==> src/rtl/pc_fetch_unit.sv <==
// Fetch-stage PC unit: next-PC selection with one delay slot, hazard stall,
// illegal-target trap with sticky fault, and a taken-redirect debug counter.
module pc_fetch_unit #(
  parameter logic [31:0] RESET_PC = 32'h0000_3000,
  parameter int          IM_WORDS = 4096,
  parameter int          AW       = 12
) (
  input  logic          clk,
  input  logic          reset,
  input  logic          stall,
  input  logic          branch,
  input  logic          zero,
  input  logic          jump,
  input  logic          jr,
  input  logic [31:0]   pc4_id,
  input  logic [15:0]   imm16,
  input  logic [25:0]   instr_index,
  input  logic [31:0]   rs_data,
  output logic [31:0]   pc,
  output logic [31:0]   pc_plus4,
  output logic [AW-1:0] im_addr,
  output logic          fault,
  output logic [31:0]   fault_pc,
  output logic [31:0]   redirect_cnt
);

  typedef enum logic {
    ST_RUN   = 1'b0,
    ST_FAULT = 1'b1
  } state_e;

  // Upper bound is held in 33 bits so a memory ending at 2^32 cannot wrap.
  localparam logic [32:0] PC_LIMIT = {1'b0, RESET_PC} + 33'(4 * IM_WORDS);

  state_e      state_q, state_d;
  logic [31:0] pc_q, pc_d;
  logic [31:0] fault_pc_q, fault_pc_d;
  logic [31:0] redirect_cnt_q, redirect_cnt_d;

  logic [31:0] btarget;
  logic [31:0] jtarget;
  logic [31:0] candidate;
  logic        is_redirect;
  logic        illegal;
  logic [31:0] pc_offset;

  assign btarget = pc4_id + {{14{imm16[15]}}, imm16, 2'b00};
  assign jtarget = {pc4_id[31:28], instr_index, 2'b00};

  // NOTE: every signal written in always_comb gets a default first so no latch is inferred.
  always_comb begin
    candidate   = pc_q + 32'd4;
    is_redirect = 1'b0;
    if (jr) begin
      candidate   = rs_data;
      is_redirect = 1'b1;
    end else if (jump) begin
      candidate   = jtarget;
      is_redirect = 1'b1;
    end else if (branch && zero) begin
      candidate   = btarget;
      is_redirect = 1'b1;
    end
  end

  assign illegal = (candidate[1:0] != 2'b00)
                || (candidate < RESET_PC)
                || ({1'b0, candidate} >= PC_LIMIT);

  always_comb begin
    state_d        = state_q;
    pc_d           = pc_q;
    fault_pc_d     = fault_pc_q;
    redirect_cnt_d = redirect_cnt_q;
    if (state_q == ST_RUN && !stall) begin
      if (illegal) begin
        state_d    = ST_FAULT;
        fault_pc_d = candidate;
      end else begin
        pc_d = candidate;
        if (is_redirect) redirect_cnt_d = redirect_cnt_q + 32'd1;
      end
    end
  end

  // NOTE: sequential state uses non-blocking assignments so every flop samples pre-edge values.
  always_ff @(posedge clk) begin
    if (reset) begin
      state_q        <= ST_RUN;
      pc_q           <= RESET_PC;
      fault_pc_q     <= 32'd0;
      redirect_cnt_q <= 32'd0;
    end else begin
      state_q        <= state_d;
      pc_q           <= pc_d;
      fault_pc_q     <= fault_pc_d;
      redirect_cnt_q <= redirect_cnt_d;
    end
  end

  assign pc_offset    = pc_q - RESET_PC;
  assign pc           = pc_q;
  assign pc_plus4     = pc_q + 32'd4;
  assign im_addr      = pc_offset[AW+1:2];
  assign fault        = (state_q == ST_FAULT);
  assign fault_pc     = fault_pc_q;
  assign redirect_cnt = redirect_cnt_q;

endmodule

==> config.mk <==
export PLATFORM = sky130hd
export DESIGN_NAME = pc_fetch_unit
export DESIGN_NICKNAME = d
export VERILOG_FILES = /design/src/rtl/pc_fetch_unit.sv
export SDC_FILE = /design/constraint.sdc
export NUM_CORES = 1
export LEC_CHECK = 0
export ABC_AREA = 1
export BUFFER_PORTS_ARGS = -buffer_cell sky130_fd_sc_hd__buf_2
export CORE_MARGIN = 4
export CORE_UTILIZATION = 53
export CTS_CLUSTER_SIZE = 16
export DETAILED_ROUTE_END_ITERATION = 12
export PLACE_DENSITY = 0.86
export SYNTH_ARGS = -nofsm -noshare
export SYNTH_HDL_FRONTEND = slang
export SYNTH_SLANG_ARGS = --single-unit
==> constraint.sdc <==
create_clock -name clk -period 3 [get_ports clk]
set_input_delay 0.45 -clock clk [delete_from_list [all_inputs] [get_ports clk]]
set_output_delay 0.45 -clock clk [all_outputs]
set_load 0.1 [all_outputs]
==> metrics.md <==
| Metric | Value |
|---|---|
| Violated checks | `setup timing` |
| Worst-path maximum fanout | `8` |
| Largest net degree at the start of global routing | `56` |
| Worst EP required | `3280 ps` |
| Slew HR | `0.4967` |
| Max-cap violations | `0` |
| Final HPWL DP | `27.38 mm` |
| DRT iter0 DRCs | `1373` |
| Slew Viols, Final | `0` |
| Root buf cell | `clkbuf_16` |
| Io pins | `254` |
| Antenna viol nets, final | `0` |
| Seq cells post-synth | `97` |
| CP Capture Type | `flip-flop` |
| Non-filler instance count after layout | `2088` |
| CTS tree | `built` |
| Row count | `46` |
| FF-to-FF path depth | `21` |
| Outcome | `finished, violations left` |
| Diode count | `0` |
| Lkg Pwr | `6.357 nW` |
| Routed WL | `38.30 mm` |
| Ranking of synthesized cells by area | `dfxtp_1, nand2_1, inv_1` |
| H-tree depth | `3` |
| Area delta synth->final | `46.77%` |
| Placed Instances | `2029` |
| PD cells | `327.9 mW/mm^2` |
| Distinct cells, synth | `43` |
| Setup Slack @ Placement | `-349.3 ps` |
| Synthesized area | `0.008539 sq mm` |
| Layout cell share with drive strength beyond 1 | `0.3734` |
| Worst Hold Class | `reg2reg` |
| Vias in the first global route | `10390` |
| Total CTS buffers | `9` |
| CP startpoint | `imm16[9]` |
| Total number of vias | `11940` |
| Port buffer count | `253` |
| Clock tree sinks | `97` |
| Via/cell ratio | `5.720` |
| Final design utilization | `0.7919` |
| Sequential area share after synthesis | `0.2274` |
| Final Hold Viols | `0` |
| Top-count cell post-synth | `nand2_1` |
| Top cells by count, synth | `nand2_1, inv_1, nor2_1, nand3_1, dfxtp_1` |
| Top cell type by total area after synthesis | `dfxtp_1` |
| Die area | `0.01821 sq mm` |
| Height of the die | `134.9 um` |
| GRT Residual Overflow | `0` |
| Highest Clock Rate | `0.3313 GHz` |
| Cells after Synth | `1489` |
| Clock Skews | `11.58 ps` |
| Cts hold-fix bufs | `0` |
| Min Tclk post-route | `3018 ps` |
| Worst r2r src | `pc[3]` |
| Syn Nets | `1635` |
| Final setup TNS | `-18.30 ps` |
| Max VDD drop | `0.0003301 V` |
| Post-synth top flop | `dfxtp_1` |
| Worst R2R End | `redirect_cnt[2]` |
| Die W | `134.9 um` |
| # DRC | `0` |
| Max Buffers Root-to-Sink | `2` |
| GRT Total Usage | `0.3615` |
| Crit Path Category | `in2reg` |
| Initial Utilization | `0.5395` |
| Critical Path Sink | `redirect_cnt[2]` |
| First-pass GRT wire length | `52.14 mm` |
| Placeable Area | `0.01583 sq mm` |
| Mapped Avg Cell Area | `5.735 sq um` |
| Length of the first detailed-routing pass in iterations | `6` |
| # setup viols final | `1` |
| Async SR Flop Fraction | `0` |
| R2r setup slk | `0 ps` |
| Yosys top cell area share | `0.2274` |
| Final Cycle Share | `1.006` |
| Crit path DAT | `3300 ps` |
| NumNets Final | `2013` |
| Final WS setup | `-18.30 ps` |
| YS warnings | `0` |
| Fill count | `1146` |
| Skew-Pair Late Insertion Delay | `370 ps` |
| Worst-path clk slew | `80 ps` |
| Tot Pwr | `0.004110 W` |
| Worst slew pin tran | `754.1 ps` |
| WL/cell | `18.34 um` |
| Final Wtd Congestion | `0.9752` |
| Post-synth EDFFs | `0` |
| Initial antenna violation count | `0` |
| Critical Path Start Type | `primary input` |
## worst max-delay path, cell delays in order
cell and delay, ps:
buf_2 120, ha_4 280, nand2_2 80, buf_4 140, nor2_2 140, and2_4 160, nand2_1 80, nand2_2 90
nand2_1 50, nand3_1 90, nand2_2 90, a21boi_4 210, nand3_2 110, nor2_2 150, nand2_2 90, nor2_4 130
nand3_4 130, nor2_8 280, clkbuf_16 210, nand3_1 70, a21oi_1 160
## sequential cells by signal (all words and copies together), names as in the netlist
| signal | count |
|---|---|
| fault_pc | 32 |
| pc | 32 |
| redirect_cnt | 32 |
| fault | 1 |
## cell families after synthesis
| group | after synthesis | share of synthesized area |
|---|---|---|
| flip-flops | 97 | 0.2274 |
| XOR/XNOR | 42 | 0.04308 |
| AO/OA/AOI/OAI | 174 | 0.1105 |
| AND/OR/NAND/NOR | 870 | 0.4375 |
| adder cells (fa/ha/maj) | 33 | 0.04923 |
| buffers and inverters | 273 | 0.1323 |
## how the worst min path moves through the flow
stage                         to  cells past startpoint  slack (ps)    startpoint
floorplan                 pc[17]                      2         630        pc[17]
global placement    fault_pc[21]                      2         450  fault_pc[21]
detailed placement   fault_pc[2]                      2         460   fault_pc[2]
CTS                  fault_pc[2]                      2         470   fault_pc[2]
global route        fault_pc[21]                      2         500  fault_pc[21]
finish               fault_pc[1]                      2         470   fault_pc[1]
## power breakdown
group          internal (W)  total, W  switching [W]  leakage [nW]
combinational      0.000537   0.00153       0.000993          5.40
clock              0.000641   0.00125       0.000608         0.152
sequential          0.00131   0.00133      0.0000224         0.807
## routing by layer
layer / vias up / routed length (um) / global-route usage
met5: - / 0 / 0
met4: 0 / 2662 / 0.1865
met3: 219 / 4033 / 0.06595
met2: 873 / 17600 / 0.5964
met1: 5388 / 14010 / 0.4514
li1: 5464 / - / -
## cell type report
class                   instances  area (sq um)  share of cell area
clock buffers                  10         250.2             0.01997
flip-flops and latches         97          2023              0.1614
multi-input cells            1119          6377              0.5088
well taps                     216         270.3             0.02156
repair buffers                423          2713              0.2164
inverters                     217         830.8             0.06629
clock inverters                 6         68.82            0.005491
## cell usage in the layout (no fill, tap or decap), types with 5 or more instances in the layout
cell       count
xnor2_1       10
dfxtp_1       68
ha_1           7
dfxtp_2       11
nand3_1      103
xor2_1        28
inv_2          9
nand4_1       19
and2_1         6
ha_4          22
o21ai_2        8
dfxtp_4       18
a21oi_1       82
buf_4        158
nand3_2       24
nand2_2       72
or2_2         12
o211ai_1       5
nor2_4        13
nor2_2        21
clkbuf_16     13
nor4_1         6
buf_12         7
nor3_2         5
buf_2        250
nand2_1      387
inv_1        202
o21ai_1       12
nor3_1        40
nor2_1       145
a21oi_2       14
o21ai_0       38
## per-stage QoR
step,instance area (sq um),hold WS (ps)
after floorplan,8762,628.1
after global placement,10990,447.5
after detailed placement,10990,455.1
after CTS,11320,474.9
after global routing,12530,496.7
final,12530,472.4
## timing repair
action | in CTS | in global routing
gates cloned | 0 | 3
setup endpoints to repair | 50 | 97
buffers inserted | 0 | 40
pin swaps | 0 | 49
gates resized for setup | 2 | 209
Note: power is estimated with default switching activity, not from simulation.
